$ cat config.mk
export PLATFORM = sky130hd
export DESIGN_NAME = cam_cmd_initiator_flat
export DESIGN_NICKNAME = d
export VERILOG_FILES = /design/src/rtl/cam_cmd_if.sv /design/src/rtl/cam_cmd_initiator.sv /design/src/flat_wrapper.sv
export SDC_FILE = /design/constraint.sdc
export NUM_CORES = 1
export LEC_CHECK = 0
export CORE_MARGIN = 4
export CORE_UTILIZATION = 35
export DETAILED_ROUTE_END_ITERATION = 10
export PLACE_DENSITY = 0.74
export SETUP_SLACK_MARGIN = 0.4
export SYNTH_ARGS = -nofsm -noshare
export SYNTH_HDL_FRONTEND = slang
export SYNTH_SLANG_ARGS = --single-unit
$ cat constraint.sdc
create_clock -name clk -period 2.3 [get_ports clk]
set_clock_uncertainty 0.05 [all_clocks]
set_input_delay 0.575 -clock clk [delete_from_list [all_inputs] [get_ports clk]]
set_output_delay 0.575 -clock clk [all_outputs]
set_load 0.03 [all_outputs]
$ cat src/rtl/cam_cmd_if.sv
// Command/response handshake bundle between the pass-keeper and the CAM initiator.
interface cam_cmd_if #(
    parameter int DATA_WIDTH = 4,
    parameter int ADDR_WIDTH = 2
);
    logic                  cmd_valid;
    logic                  cmd_ready;
    logic                  cmd_write;
    logic [DATA_WIDTH-1:0] cmd_key;
    logic [ADDR_WIDTH-1:0] cmd_addr;
    logic                  rsp_valid;
    logic                  rsp_ready;
    logic                  rsp_write;
    logic                  rsp_match;
    logic [ADDR_WIDTH-1:0] rsp_addr;
    logic                  rsp_err;

    modport master (
        output cmd_valid, cmd_write, cmd_key, cmd_addr, rsp_ready,
        input  cmd_ready, rsp_valid, rsp_write, rsp_match, rsp_addr,
        input  rsp_err
    );

    modport slave (
        input  cmd_valid, cmd_write, cmd_key, cmd_addr, rsp_ready,
        output cmd_ready, rsp_valid, rsp_write, rsp_match, rsp_addr,
        output rsp_err
    );
endinterface

$ cat src/rtl/cam_cmd_initiator.sv
// Requester-side CAM controller: sequences write and search cycles
// for a single outstanding command and returns one response each.
module cam_cmd_initiator #(
    parameter int DATA_WIDTH   = 4,
    parameter int ADDR_WIDTH   = 2,
    parameter int SEARCH_LAT   = 1,
    parameter int BUSY_TIMEOUT = 16
) (
    input  logic                  clk,
    input  logic                  rst,
    cam_cmd_if.slave              cmd_bus,
    output logic                  cam_write_enable,
    output logic [DATA_WIDTH-1:0] cam_din,
    output logic [DATA_WIDTH-1:0] cam_cmp_din,
    output logic [ADDR_WIDTH-1:0] cam_write_addr,
    input  logic                  cam_busy,
    input  logic                  cam_match,
    input  logic [ADDR_WIDTH-1:0] cam_match_addr
);
    // Counter also serves search latency, so keep at least 4 bits.
    localparam int TW = $clog2(BUSY_TIMEOUT + 1);
    localparam int CW = (TW > 4) ? TW : 4;
    localparam logic [CW-1:0] CNT_MAX = '1;
    localparam logic [CW-1:0] LAT_END = CW'(SEARCH_LAT);
    localparam logic [CW-1:0] TMO_END = CW'(BUSY_TIMEOUT - 1);

    typedef enum logic [2:0] {
        IDLE,
        WR_REQ,
        WR_BUSY,
        SRCH,
        RESP
    } state_t;

    state_t state_q, state_d;

    logic [CW-1:0]         cnt_q, cnt_d;
    logic                  ready_q, we_q;
    logic                  wr_q;
    logic [DATA_WIDTH-1:0] key_q;
    logic [ADDR_WIDTH-1:0] addr_q;
    logic                  match_q, err_q;
    logic [ADDR_WIDTH-1:0] raddr_q;
    logic                  accept, load_wr, load_sr, timeout;

    always_ff @(posedge clk or negedge rst) begin
        if (!rst) begin
            state_q <= IDLE;
            cnt_q   <= '0;
        end else begin
            state_q <= state_d;
            cnt_q   <= cnt_d;
        end
    end

    always_comb begin
        state_d = state_q;
        accept  = 1'b0;
        load_wr = 1'b0;
        load_sr = 1'b0;
        timeout = 1'b0;
        unique case (state_q)
            IDLE: begin
                if (cmd_bus.cmd_valid && ready_q) begin
                    accept  = 1'b1;
                    state_d = cmd_bus.cmd_write ? WR_REQ : SRCH;
                end
            end
            WR_REQ: begin
                if (cam_busy) begin
                    state_d = WR_BUSY;
                end else if (cnt_q == TMO_END) begin
                    timeout = 1'b1;
                    load_wr = 1'b1;
                    state_d = RESP;
                end
            end
            WR_BUSY: begin
                if (!cam_busy || cnt_q == TMO_END) begin
                    timeout = cam_busy;
                    load_wr = 1'b1;
                    state_d = RESP;
                end
            end
            SRCH: begin
                if (cnt_q == LAT_END) begin
                    load_sr = 1'b1;
                    state_d = RESP;
                end
            end
            RESP: begin
                if (cmd_bus.rsp_ready) state_d = IDLE;
            end
            default: state_d = IDLE;
        endcase

        if (state_d != state_q) cnt_d = '0;
        else if (cnt_q == CNT_MAX) cnt_d = cnt_q;
        else cnt_d = cnt_q + CW'(1);
    end

    always_ff @(posedge clk or negedge rst) begin
        if (!rst) begin
            ready_q <= 1'b0;
            we_q    <= 1'b0;
            wr_q    <= 1'b0;
            key_q   <= '0;
            addr_q  <= '0;
            match_q <= 1'b0;
            raddr_q <= '0;
            err_q   <= 1'b0;
        end else begin
            ready_q <= (state_d == IDLE);
            we_q    <= (state_d == WR_REQ) || (state_d == WR_BUSY);
            if (accept) begin
                wr_q   <= cmd_bus.cmd_write;
                key_q  <= cmd_bus.cmd_key;
                addr_q <= cmd_bus.cmd_addr;
            end
            if (load_wr) begin
                match_q <= 1'b0;
                raddr_q <= addr_q;
                err_q   <= timeout;
            end
            if (load_sr) begin
                match_q <= cam_match;
                raddr_q <= cam_match ? cam_match_addr : '0;
                err_q   <= 1'b0;
            end
        end
    end

    assign cmd_bus.cmd_ready = ready_q;
    assign cmd_bus.rsp_valid = (state_q == RESP);
    assign cmd_bus.rsp_write = wr_q;
    assign cmd_bus.rsp_match = match_q;
    assign cmd_bus.rsp_addr  = raddr_q;
    assign cmd_bus.rsp_err   = err_q;

    assign cam_write_enable = we_q;
    assign cam_din          = key_q;
    assign cam_cmp_din      = key_q;
    assign cam_write_addr   = addr_q;
endmodule

$ cat src/flat_wrapper.sv
// flat-port wrapper written by rule: the top's interface ports become plain ports
module cam_cmd_initiator_flat 
#(
    parameter int DATA_WIDTH   = 4,
    parameter int ADDR_WIDTH   = 2,
    parameter int SEARCH_LAT   = 1,
    parameter int BUSY_TIMEOUT = 16
)
  (clk, rst, cam_write_enable, cam_din, cam_cmp_din, cam_write_addr, cam_busy, cam_match, cam_match_addr, cmd_bus_cmd_valid, cmd_bus_cmd_write, cmd_bus_cmd_key, cmd_bus_cmd_addr, cmd_bus_rsp_ready, cmd_bus_cmd_ready, cmd_bus_rsp_valid, cmd_bus_rsp_write, cmd_bus_rsp_match, cmd_bus_rsp_addr, cmd_bus_rsp_err);
  cam_cmd_if #(.DATA_WIDTH(DATA_WIDTH), .ADDR_WIDTH(ADDR_WIDTH)) cmd_bus_i ();
  input  logic clk;
  input  logic rst;
  output logic cam_write_enable;
  output logic [DATA_WIDTH-1:0] cam_din;
  output logic [DATA_WIDTH-1:0] cam_cmp_din;
  output logic [ADDR_WIDTH-1:0] cam_write_addr;
  input  logic cam_busy;
  input  logic cam_match;
  input  logic [ADDR_WIDTH-1:0] cam_match_addr;
  input wire logic [$bits(cmd_bus_i.cmd_valid)-1:0] cmd_bus_cmd_valid;
  input wire logic [$bits(cmd_bus_i.cmd_write)-1:0] cmd_bus_cmd_write;
  input wire logic [$bits(cmd_bus_i.cmd_key)-1:0] cmd_bus_cmd_key;
  input wire logic [$bits(cmd_bus_i.cmd_addr)-1:0] cmd_bus_cmd_addr;
  input wire logic [$bits(cmd_bus_i.rsp_ready)-1:0] cmd_bus_rsp_ready;
  output wire logic [$bits(cmd_bus_i.cmd_ready)-1:0] cmd_bus_cmd_ready;
  output wire logic [$bits(cmd_bus_i.rsp_valid)-1:0] cmd_bus_rsp_valid;
  output wire logic [$bits(cmd_bus_i.rsp_write)-1:0] cmd_bus_rsp_write;
  output wire logic [$bits(cmd_bus_i.rsp_match)-1:0] cmd_bus_rsp_match;
  output wire logic [$bits(cmd_bus_i.rsp_addr)-1:0] cmd_bus_rsp_addr;
  output wire logic [$bits(cmd_bus_i.rsp_err)-1:0] cmd_bus_rsp_err;
  assign cmd_bus_i.cmd_valid = cmd_bus_cmd_valid;
  assign cmd_bus_i.cmd_write = cmd_bus_cmd_write;
  assign cmd_bus_i.cmd_key = cmd_bus_cmd_key;
  assign cmd_bus_i.cmd_addr = cmd_bus_cmd_addr;
  assign cmd_bus_i.rsp_ready = cmd_bus_rsp_ready;
  assign cmd_bus_cmd_ready = cmd_bus_i.cmd_ready;
  assign cmd_bus_rsp_valid = cmd_bus_i.rsp_valid;
  assign cmd_bus_rsp_write = cmd_bus_i.rsp_write;
  assign cmd_bus_rsp_match = cmd_bus_i.rsp_match;
  assign cmd_bus_rsp_addr = cmd_bus_i.rsp_addr;
  assign cmd_bus_rsp_err = cmd_bus_i.rsp_err;
  cam_cmd_initiator #(.DATA_WIDTH(DATA_WIDTH), .ADDR_WIDTH(ADDR_WIDTH), .SEARCH_LAT(SEARCH_LAT), .BUSY_TIMEOUT(BUSY_TIMEOUT)) u_core (.clk(clk), .rst(rst), .cmd_bus(cmd_bus_i), .cam_write_enable(cam_write_enable), .cam_din(cam_din), .cam_cmp_din(cam_cmp_din), .cam_write_addr(cam_write_addr), .cam_busy(cam_busy), .cam_match(cam_match), .cam_match_addr(cam_match_addr));
endmodule
==> results.md, run 1 <==
* Final hold slack at 0.471 ns
* RSZ-0062 raised after global routing: true
* Die height at 65.9 µm
* Clock buffer depth at 2
* Drt total wl at 2640 µm
* Initial antenna violation count at 0
* Die width at 65.9 µm
* I/O pins at 33
* Most frequent cells in the layout: dfrtp_1 (21), dlygate4sd2_1 (17), clkdlybuf4s50_1 (14)
* Placed Area at 0.00155 mm²
* Worst path cell trace: nor2_2 > nand2_1 > inv_1 > clkdlybuf4s15_2
* Sequential cell area at 526 µm²
* Root Buffer: clkbuf_4
* Final Core Density at 0.518
* Fmax at 516 MHz
* Vias at 926
* Vias per cell at just under 5
* Worst Reg2Reg Path Length in Cells at 7
* Final setup margin at roughly 0.36 ns
* Predominant post-synthesis flop cell: dfrtp_1
* Clock transition at path regs at 0.12 ns
* Diodes inserted at 0
* Row Count at 20
* Drt pass-1 iters at 4
* Wire per inst at 13.9 µm
* Reg-to-reg startpoint: u_core.cnt_q[1]
* Worst-Skew Late Latency at 0.30 ns
* Synth warnings at 0
* Num CTS Buffers at 3
* # H-tree levels at 1
* First-pass GRT wire length at 4430 µm
* Hold Vio Cnt, Final at 0
* Worst EP required at about 1.7 ns
* Slew margin rel. at 0.745
* Worst-path fanout max at 2
* CTS tree: built
* Largest net degree at the start of global routing at 22
* PD cells at 1270 mW/mm²
* Congestion Overflow GR at 0
* Fill count at 286
* Dpl ws at 0.0929 ns
* Distinct cell type count after synthesis at 35
* DRT iter0 DRCs at between 70 and 80
* Via count of the first global-routing pass at between 900 and 1000
* Clock sinks at 21
* # hold bufs at CTS at 0
* DPL Wire Length at 1940 µm
* Nets@finish at between 150 and 200
* Worst R2R End: u_core.cmd_bus.rsp_addr[1]
* Max-Cap Viols at 0
* CP startpoint kind: register
* Post-Layout Cell Count at 190
* Post-synthesis async set-or-reset flop share at 1.00
* Largest stage delay, worst path at between 0.4 and 0.5 ns
* Gpl congestion at about 0.85
* Total track usage at 0.132
* Critical Path Sink Type: output port
* Crit path kind: reg2out
* Tmin final at around 1.9 ns
* Share of layout cells above drive strength 1 at 0.274
* I/O Buffers at 32
* Footprint of the multi-input gates at 617 µm²
* Post-synth top area cell: dfrtp_1
* Slowest cell on crit path: dfrtp_1
* Final Cell Area at 0.00162 mm²
* Worst-Margin Slew at 0.380 ns
* Top post-synthesis cells by area: dfrtp_1 (45%), mux2_2 (7.7%), ha_1 (4.3%)
* Final setup viols at 0
* Most common cell after layout, fill and taps aside: dfrtp_1
* Status: completed
* HP Start: u_core.cmd_bus.rsp_write
* Synth top area share at 0.448
* Post-Syn Nets at 126
* Starting Density at 0.375
* Seq/Total Area, Yosys at 0.448
* Syn avg cell area at 11.0 µm²
* Post-synth EDFFs at 0
* Core area at 0.00313 mm²
* Placed insts at between 150 and 200
* Max Slew Vio Count at 0
* Post-Syn Instances at 107
* Total Power at between 2 and 2.5 mW
* DRT antenna net count at 0
* Hold/Removal Path Class: reg2reg
* Hold EP: u_core.cmd_bus.rsp_write
* Flop2flop setup slack at ~0.37 ns
* Crit share post-route at 0.843
* Post-synthesis register bit count at 21
* Setup TNS at 0 ns
* Maximum VDD drop at 0.708 mV
* Worst endpoint data arrival time at approximately 1.3 ns
* # DRC at 0
* Full die area at 0.00434 mm²
* Total leakage power at roughly 0.74 nW
* Worst Hold Depth at 1
* P&R area growth vs syn at 38.0%
* Cell Area, Synth at approximately 0.0012 mm²
-- kinds of logic after synthesis --
kind of cell             share of synthesized area
AND/OR/NAND/NOR                              0.216
flip-flops                                   0.448
AO/OA/AOI/OAI                               0.0949
buffers and inverters                       0.0565
multiplexers                                 0.119
adder cells (fa/ha/maj)                     0.0426
XOR/XNOR                                    0.0224
-- sequential cells by signal, summed over array words and instances, names as in the netlist --
| signal | cells |
|---|---|
| u_core.state_q | 3 |
| u_core.cmd_bus.rsp_match | 1 |
| u_core.cam_cmp_din | 4 |
| u_core.cam_write_addr | 2 |
| u_core.cmd_bus.rsp_err | 1 |
| u_core.cmd_bus.rsp_write | 1 |
| u_core.cam_write_enable | 1 |
| u_core.cmd_bus.cmd_ready | 1 |
| u_core.cnt_q | 5 |
| u_core.cmd_bus.rsp_addr | 2 |
-- critical path, delay by kind of cell (launching register included) --
family	cells	cell delay (ns)
buffers and inverters	2	0.33
DFF	1	0.41
and+or+nand+nor	2	0.27
-- power breakdown --
part	internal, mW	total [mW]	switching (mW)	leakage [nW]
registers	0.525	0.630	0.105	0.263
clock network	0.0647	0.177	0.112	0.0177
logic	0.528	1.25	0.725	0.460
-- Yosys cell counts (all sizes together), types with 2 or more instances --
master	number
a21oi	4
a31oi	3
and3	2
buf	6
dfrtp	21
ha	4
inv	7
mux2	10
mux2i	2
nand2	8
nand2b	2
nand3	4
nand3b	2
nor2	6
nor2b	3
nor3	6
nor4b	2
o21ai	3
xor2	2
-- area by class of cell --
cell class              instances  area share
clock buffers                   3      0.0139
repair buffers                 41       0.227
clock inverters                 1     0.00309
inverters                       7      0.0162
flip-flops and latches         21       0.325
well taps                      44      0.0340
multi-input cells              73       0.381
-- per-layer routing --
layer,share of wire,track usage,wire [µm],up-vias
li1,-,-,-,449
met1,0.47,0.174,1230,440
met2,0.47,0.214,1240,35
met3,0.050,0.0221,133,2
met4,0.013,0.0544,34,0
met5,0,0,0,-
-- what timing repair did --
item | 4_1_cts | 5_1_grt
buffers inserted | 5 | 0
pin swaps | 3 | 0
resized for setup | 24 | 2
setup endpoints to repair | 27 | 10
-- worst max-delay path by stage --
| stage | to | slack (ns) | start | depth (start not counted) |
|---|---|---|---|---|
| 3_5_place_dp | u_core.cmd_bus.rsp_addr[0] | 0.09 | cam_busy | 5 |
| 3_3_place_gp | u_core.cmd_bus.rsp_addr[1] | 0.15 | cam_busy | 5 |
| 2_1_floorplan | u_core.cnt_q[3] | 0.40 | u_core.cnt_q[0] | 7 |
| 4_1_cts | cmd_bus_rsp_valid | 0.31 | u_core.state_q[0] | 4 |
| 5_1_grt | u_core.cmd_bus.rsp_addr[1] | 0.29 | u_core.cnt_q[1] | 7 |
| 6_report | cmd_bus_rsp_valid | 0.36 | u_core.state_q[0] | 4 |
Power figures use the tool's default switching activity.
==> run 2, diff against run 1 <==
==> constraint.sdc (replaced) <==
create_clock -name clk -period 2.05 [get_ports clk]
set_clock_uncertainty 0.05 [all_clocks]
set_input_delay 0.5125 -clock clk [delete_from_list [all_inputs] [get_ports clk]]
set_output_delay 0.5125 -clock clk [all_outputs]
set_load 0.03 [all_outputs]
==> results.md, run 2 (synthesized netlist as in run 1, its figures left out) <==
* Die width at 65.9 µm (unchanged)
* Total track usage at 0.142 (+0.00927)
* Starting Density at 0.375 (unchanged)
* Critical Path Start: u_core.cnt_q[0]
* Root Buffer: clkbuf_4
* Critical Path Sink Type: register
* RSZ-0062 raised after global routing: true
* Post-Layout Cell Count at 196 (+3.2%)
* CP startpoint kind: register
* Maximum VDD drop at 0.769 mV (+8.5%)
* Max Slew Vio Count at 0 (unchanged)
* Row Count at 20 (unchanged)
* Final Core Density at 0.546 (+0.0280)
* Placed insts at 182 (+0.55%)
* Max-Cap Viols at 0 (unchanged)
* Status: completed
* Diodes inserted at 0 (unchanged)
* Slew margin rel. at 0.791 (+0.0458)
* # DRC at 0 (unchanged)
* Worst-Skew Late Latency at 0.30 ns (about the same)
* Full die area at 0.00434 mm² (unchanged)
* I/O Buffers at 32 (unchanged)
* Vias at 957 (+3.3%)
* Core area at 0.00313 mm² (unchanged)
* Clock buffer depth at 2 (unchanged)
* Final setup viols at 0 (unchanged)
* Share of layout cells above drive strength 1 at 0.474 (+0.200)
* Initial antenna violation count at 0 (unchanged)
* Crit share post-route at 0.948
* Tmin final at between 1.5 and 2 ns
* Worst R2R End: u_core.cnt_q[0]
* Most frequent cells in the layout: dfrtp_1 (18), clkdlybuf4s50_1 (14), buf_4 (14)
* Worst endpoint data arrival time at 2.13 ns (+0.82 ns)
* # H-tree levels at 1 (unchanged)
* Num CTS Buffers at 3 (unchanged)
* PD cells at 1460 mW/mm² (+15%)
* Largest net degree at the start of global routing at 22 (unchanged)
* Wire per inst at 14.8 µm (+6.2%)
* Worst-path fanout max at 5 (+3)
* # hold bufs at CTS at 0 (unchanged)
* Reg-to-reg startpoint: u_core.cnt_q[0]
* Clock transition at path regs at 0.11 ns (about the same)
* Flop2flop setup slack at 0.11 ns (-0.26 ns)
* DRT antenna net count at 0 (unchanged)
* Clock sinks at 21 (unchanged)
* P&R area growth vs syn at 45.4%
* Drt pass-1 iters at 4 (unchanged)
* Largest Register: u_core.cnt_q
* Worst EP required at 2.23 ns (+0.56 ns)
* Gpl congestion at 0.786 (-8.0%)
* DPL Wire Length at 2020 µm (+3.8%)
* I/O pins at 33 (unchanged)
* Most common cell after layout, fill and taps aside: dfrtp_1
* Vias per cell at 4.88 (+0.18%)
* CTS tree: built
* Congestion Overflow GR at 0 (unchanged)
* DRT iter0 DRCs at 34 (-53%)
* End of the critical path: u_core.cnt_q[0]
* Total leakage power at 0.756 nW (+2.1%)
* Hold/Removal Path Class: reg2reg
* Hold Vio Cnt, Final at 0 (unchanged)
* First-pass GRT wire length at 4740 µm (+7.0%)
* Crit path kind: reg2reg
* Max reg flops at 5 (unchanged)
* Via count of the first global-routing pass at 1054 (+11%)
* Die height at 65.9 µm (unchanged)
* Drt total wl at 2900 µm (+9.5%)
* Nets@finish at 172 (+3.6%)
* Fmax at between 500 and 600 MHz
* Worst Reg2Reg Path Length in Cells at 7 (unchanged)
* Worst-Margin Slew at 0.312 ns (-0.0680 ns)
## run 2: worst min path at each step
stage | start | endpoint | slack (ns) | cells after the start
2_1_floorplan | rst | u_core.cam_cmp_din[0] | 0.17 | 0
3_3_place_gp | u_core.cmd_bus.rsp_addr[0] | u_core.cmd_bus.rsp_addr[0] | 0.45 | 1
3_5_place_dp | u_core.cmd_bus.rsp_write | u_core.cmd_bus.rsp_write | 0.46 | 1
4_1_cts | u_core.cmd_bus.rsp_addr[1] | u_core.cmd_bus.rsp_addr[1] | 0.49 | 1
5_1_grt | rst | u_core.cmd_bus.rsp_match | 0.51 | 2
6_report | u_core.cmd_bus.rsp_write | u_core.cmd_bus.rsp_write | 0.48 | 1
## run 2: critical path, stage by stage (launching register included)
cell and delay, ns:
dfrtp_1 0.41, ha_2 0.20, and3_4 0.19, ha_4 0.16
or3b_1 0.39, a21oi_2 0.19, a41oi_4 0.08, nor3_2 0.20
## run 2: metrics by stage
step	hold slack, ns	instance area [µm²]	setup TNS, ns	setup WS [ns]	total power, mW
detailed placement	0.459	1560	-0.000153	-0.000153	2.17
floorplan	0.167	1190	0	0.194	1.69
finish	0.482	1710	0	0.106	2.50
global route	0.506	1710	0	0.0342	2.65
CTS	0.485	1700	0	0.126	2.43
global placement	0.450	1560	0	0.0288	2.13
## run 2: area by class of cell
type / instances / area [µm²]
Clock buffer: 4 / 26.3
Fill cell: 298 / 1420
Inverter: 7 / 26.3
Multi-Input combinational cell: 73 / 689
Sequential cell: 21 / 529
Tap cell: 44 / 55.1
Timing Repair Buffer: 47 / 380
## run 2: where the power goes
group / total (mW) / switching (mW) / internal, mW
combinational: 1.55 / 0.876 / 0.673
sequential: 0.748 / 0.154 / 0.594
clock: 0.202 / 0.126 / 0.0759
## run 2: what timing repair did
item	CTS	global route
gates resized for setup	44	30
pin swaps	6	9
endpoints found under the setup margin	30	35
buffers inserted	9	1
## run 2: per-layer routing
layer  vias up  routed length, µm  track usage
met5         -                  0            0
met2        25               1550        0.259
met1       465               1190        0.163
li1        463                  -            -
met4         0                 41       0.0466
met3         4                111       0.0272
